File: src/rtl/hqm_rcfwl_gclk_sync_clkdist.sv
// Retimes the PLL sync strobe, fans it out to NUM_CH grid partitions with per-channel
// enable and skew delay, and monitors strobe periodicity with a lock FSM.
module hqm_rcfwl_gclk_sync_clkdist #(
    parameter int NUM_CH   = 4,
    parameter int DLY_W    = 3,
    parameter int PERIOD_W = 8,
    parameter int ERRCNT_W = 8
) (
    input  logic                      clkspine_in,
    input  logic                      rst,
    input  logic                      pll_sync_in,
    input  logic [NUM_CH-1:0]         ch_en,
    input  logic [NUM_CH*DLY_W-1:0]   ch_dly,
    input  logic [PERIOD_W-1:0]       exp_period,
    output logic [NUM_CH-1:0]         pll_sync_out,
    output logic                      sync_lock,
    output logic                      sync_err,
    output logic [ERRCNT_W-1:0]       sync_err_cnt
);

    typedef enum logic [1:0] {UNLOCKED, ACQUIRE, LOCKED} state_t;

    logic                s1_q, s2_q, s3_q;
    logic                sync_edge;
    logic [PERIOD_W-1:0] iv_q;
    logic [PERIOD_W:0]   exp_p1;
    state_t              state_q;
    logic                lock_q, err_q;
    logic [ERRCNT_W-1:0] errcnt_q;

    // s1/s2 resolve metastability; s3 is history so a long-held strobe yields one edge
    always_ff @(posedge clkspine_in) begin
        if (rst) begin
            s1_q <= 1'b0;
            s2_q <= 1'b0;
            s3_q <= 1'b0;
        end else begin
            s1_q <= pll_sync_in;
            s2_q <= s1_q;
            s3_q <= s2_q;
        end
    end

    assign sync_edge = s2_q & ~s3_q;

    for (genvar i = 0; i < NUM_CH; i++) begin : g_ch
        logic [DLY_W-1:0] cnt_q;
        logic             busy_q;
        logic             out_q;

        always_ff @(posedge clkspine_in) begin
            if (rst) begin
                cnt_q  <= '0;
                busy_q <= 1'b0;
                out_q  <= 1'b0;
            end else begin
                out_q <= 1'b0;
                if (!ch_en[i]) begin
                    busy_q <= 1'b0;
                end else if (sync_edge) begin
                    cnt_q  <= ch_dly[i*DLY_W +: DLY_W];
                    busy_q <= 1'b1;
                end else if (busy_q) begin
                    if (cnt_q == '0) begin
                        out_q  <= 1'b1;
                        busy_q <= 1'b0;
                    end else begin
                        cnt_q <= cnt_q - DLY_W'(1);
                    end
                end
            end
        end

        assign pll_sync_out[i] = out_q;
    end

    always_ff @(posedge clkspine_in) begin
        if (rst)
            iv_q <= '0;
        else if (sync_edge)
            iv_q <= PERIOD_W'(1);
        else if (iv_q != '1)
            iv_q <= iv_q + PERIOD_W'(1);
    end

    assign exp_p1 = {1'b0, exp_period} + (PERIOD_W+1)'(1);

    // lock_q tracks the registered state so it is high exactly while state_q is LOCKED
    always_ff @(posedge clkspine_in) begin
        if (rst) begin
            state_q <= UNLOCKED;
            lock_q  <= 1'b0;
            err_q   <= 1'b0;
        end else begin
            err_q  <= 1'b0;
            lock_q <= 1'b0;
            if (exp_period == '0) begin
                state_q <= UNLOCKED;
            end else begin
                case (state_q)
                    UNLOCKED: begin
                        if (sync_edge) state_q <= ACQUIRE;
                    end
                    ACQUIRE: begin
                        if (sync_edge) begin
                            if (iv_q == exp_period) begin
                                state_q <= LOCKED;
                                lock_q  <= 1'b1;
                            end
                        end else if (iv_q > exp_period) begin
                            state_q <= UNLOCKED;
                        end
                    end
                    LOCKED: begin
                        lock_q <= 1'b1;
                        if (sync_edge && (iv_q != exp_period)) begin
                            err_q   <= 1'b1;
                            lock_q  <= 1'b0;
                            state_q <= ACQUIRE;
                        end else if (!sync_edge && ({1'b0, iv_q} == exp_p1)) begin
                            err_q   <= 1'b1;
                            lock_q  <= 1'b0;
                            state_q <= UNLOCKED;
                        end
                    end
                    default: state_q <= UNLOCKED;
                endcase
            end
        end
    end

    always_ff @(posedge clkspine_in) begin
        if (rst)
            errcnt_q <= '0;
        else if (err_q && (errcnt_q != '1))
            errcnt_q <= errcnt_q + ERRCNT_W'(1);
    end

    assign sync_lock    = lock_q;
    assign sync_err     = err_q;
    assign sync_err_cnt = errcnt_q;

endmodule

File: config.mk
export PLATFORM = sky130hd
export DESIGN_NAME = hqm_rcfwl_gclk_sync_clkdist
export DESIGN_NICKNAME = d
export VERILOG_FILES = /design/src/rtl/hqm_rcfwl_gclk_sync_clkdist.sv
export SDC_FILE = /design/constraint.sdc
export NUM_CORES = 1
export LEC_CHECK = 0
export CORE_ASPECT_RATIO = 1.75
export CORE_MARGIN = 2
export CORE_UTILIZATION = 53
export CTS_CLUSTER_DIAMETER = 50
export CTS_CLUSTER_SIZE = 20
export DETAILED_ROUTE_END_ITERATION = 16
export GPL_TIMING_DRIVEN = 0
export PLACE_DENSITY = 0.79
export SLEW_MARGIN = 15
export SYNTH_ARGS = -nofsm -noshare
export SYNTH_HDL_FRONTEND = slang
export SYNTH_SLANG_ARGS = --single-unit
File: constraint.sdc
create_clock -name clkspine_in -period 2.6 [get_ports clkspine_in]
set_input_delay 0.39 -clock clkspine_in [delete_from_list [all_inputs] [get_ports clkspine_in]]
set_output_delay 0.39 -clock clkspine_in [all_outputs]
set_load 0.02 [all_outputs]
==> flow_summary_export.csv <==
group,metric,value,unit
run_status,outcome,"finished clean",
pwr,switching_share,23.9,%
finish,register_area,861,µm²
logic_synthesis,syn-cell-area,0.00253,mm²
timing,skew,0.00495,ns
pwr,power_density,459,mW/mm²
die,io_pins,41,
logic_synthesis,synth_edf_count,0,
die,num_rows,33,
pwr,p_leak,1.26,nW
drt,drt_iter0_markers,76,
critical_path,crit_required,2.82,ns
pwr,ir_worst_vdd,0.395,mV
grt,grt.overflow.total,0,
clock_tree,cts_root_buf,"clkbuf_8",
critical_path,cp-end-kind,"flop",
logic_synthesis,synthArstFlopShare,0,%
timing,rsz0062_at_grt,"false",
critical_path,crit_path_start_kind,"input pin",
grt,grt_pass1_wl,9010,µm
finish,final_cells,406,
placement,placed_cell_area,0.00299,mm²
hold_path,hold_path.class,"flop to flop",
pwr,power_frac_clock,36.8,%
timing,slew_viol_final,0,
finish,n_antenna_cell,0,
pwr,p_seq_share,48.1,%
drt,final_antenna_net_count,0,
placement,port_buffers,39,
timing,max_slew.worst_pin.slew,0.553,ns
finish,layout_commonest_cell,"dfxtp_1",
timing,slew-limit-headroom,63.0,%
clock_tree,tritoncts,"done",
critical_path,path_class,"input pin to flop",
grt,grt_pass1_vias,2172,
timing,max_clock_freq,423,MHz
die,die_area,0.00537,mm²
placement,placed_cells,398,
clock_tree,cts_hold_buf,0,
grt,antenna_found_initial,0,
timing,finalHoldViolCount,0,
placement,place.gp.congestion,0.852,
timing,whs,0.436,ns
clock_tree,insertion_delay,0.29,ns
logic_synthesis,syn_nets,358,
logic_synthesis,avgSynthCellArea,8.25,µm²
finish,area_growth,23.4,%
drt,detail_route.first_pass.iterations,4,
logic_synthesis,yosys.area.top_type,"dfxtp_1",
timing,fin_crit,2.37,ns
finish,multi_input_area,0.00151,mm²
logic_synthesis,yosys-top-cells-area,"dfxtp_1 34%, ha_1 12%, a21oi_1 4.2%",
logic_synthesis,synth_cell_types,48,
pwr,finalPower,1.43,mW
grt,grt_max_degree,14,
logic_synthesis,synth_top_area_share,34.0,%
logic_synthesis,synth-main-ff-cell,"dfxtp_1",
drt,vias_per_cell,5.60,
die,fp.dieW,56.3,µm
logic_synthesis,ys_seq_area_share,34.0,%
die,initial_utilization,54.8,%
job,maxCapViolations,0,
critical_path,critPathArrivalTime,2.58,ns
critical_path,r2r_slack,0.25,ns
clock_tree,clkSinkCount,43,
finish,nFillCells,406,
finish,finalInstanceArea,0.00312,mm²
drt,wl,5440,µm
clock_tree,cts_max_path_buffers,2,
pwr,p_sw,0.343,mW
placement,post-dp-hpwl,4190,µm
finish,final_nets,404,
clock_tree,htree_levels,2,
drt,drc,0,
clock_tree,numCtsBuffers,5,
die,die_h,95.4,µm
critical_path,crit_fanout,7,
pwr,combinationalPowerShare,15.1,%
drt,wl_per_cell,13.4,µm
die,core,0.00462,mm²
finish,drive_gt1_share,6.50,%
finish,final_cell_mix,"43 x dfxtp_1, 32 x clkdlybuf4s50_1, 27 x nor2_1, 23 x ha_1, 22 x inv_1",
grt,grt_use_total,21.1,%
drt,num_vias,2275,
logic_synthesis,syn-instance-count,307,
timing,period_share,91.0,%
timing,setup_violations,0,
logic_synthesis,ys_ff_latch,43,
logic_synthesis,ys_warn_count,0,
timing,fin_tns_setup,0,ns
pwr,internal_power,1.09,mW
clock_tree,clkTransAtPathRegs,0.08,ns
worst paths after layout:
kind | startpoint | endpoint | depth (start not counted)
max | exp_period[0] | state_q[0] | 7
min | g_ch[1].busy_q | g_ch[1].out_q | 2
max reg2reg | iv_q[5] | state_q[0] | 6
min reg2reg | g_ch[1].busy_q | g_ch[1].out_q | 2
flip-flops by register name, summed over array words and instances (netlist names):
signal	cells
sync_lock	1
g_ch.cnt_q	12
sync_err	1
s2_q	1
iv_q	8
s3_q	1
g_ch.busy_q	4
state_q	2
s1_q	1
g_ch.out_q	4
sync_err_cnt	8
stage by stage:
step                      setup slack, ns  utilization, %
final                               0.234            67.6
after global routing                0.129            67.6
after floorplan                     0.303               -
after detailed placement           -0.424            64.6
after CTS                         0.00837            67.1
after global placement             -0.394            64.6
power groups by stage:
stage	clock (mW)	combinational (mW)	sequential [mW]
after floorplan	0	0.137	0.701
after global placement	0	0.212	0.705
after detailed placement	0	0.218	0.706
after CTS	0.540	0.218	0.691
after global routing	0.561	0.247	0.693
final	0.528	0.216	0.691
synth_stat cells (2+ instances only):
library cell	instances
nand3_1	8
nand2_1	21
nand4_1	6
a22oi_1	4
xor2_1	10
nand2b_1	10
xnor2_1	6
a221oi_1	5
or3_1	3
or4_1	2
nor2_1	28
mux2i_1	5
nor2b_1	14
inv_1	22
a31oi_1	2
a211oi_1	2
nor3b_1	2
dfxtp_1	43
nor3_1	9
a21oi_1	21
clkbuf_1	10
ha_1	24
and4_1	2
o21ai_0	20
buf_4	5
critical path, cell delays in order:
cell and delay [ns]:
dlygate4sd2_1 0.32, nand2_1 0.09, or3_1 0.37, a2111o_1 0.44, o31a_1 0.33, or4_1 0.48
a21oi_1 0.16
kinds of logic after synthesis:
logic type / count (synthesis) / synth area share [%]
mux: 5 / 1.98
xor+xnor: 16 / 5.53
fa+ha+maj: 24 / 11.9
simple gates: 113 / 23.0
buf+inv: 38 / 6.42
flops: 43 / 34.0
compound gates: 68 / 17.2
layer usage:
layer  vias up  routed length, µm  track usage, %
met5         -                  0               0
met1      1056               2090            20.8
li1       1163                  -               -
met4         0                171            12.7
met2        44               2980            40.3
met3        12                190            3.53
area by class of cell:
cell class              count  area share [%]
multi-input cells         226            48.5
flip-flops and latches     43            27.6
repair buffers             40            13.1
clock buffers               6            2.64
inverters                  22            2.64
plain buffers              15            2.44
well taps                  52            2.08
clock inverters             2            1.12
what timing repair did:
| action | in CTS | in global routing |
|---|---|---|
| gates resized for setup | 3 | 6 |
| setup buffers | 0 | 1 |
| setup endpoints to repair | 2 | 2 |
| pin swaps | 0 | 2 |
No activity file was read; power rests on OpenSTA's default activity.
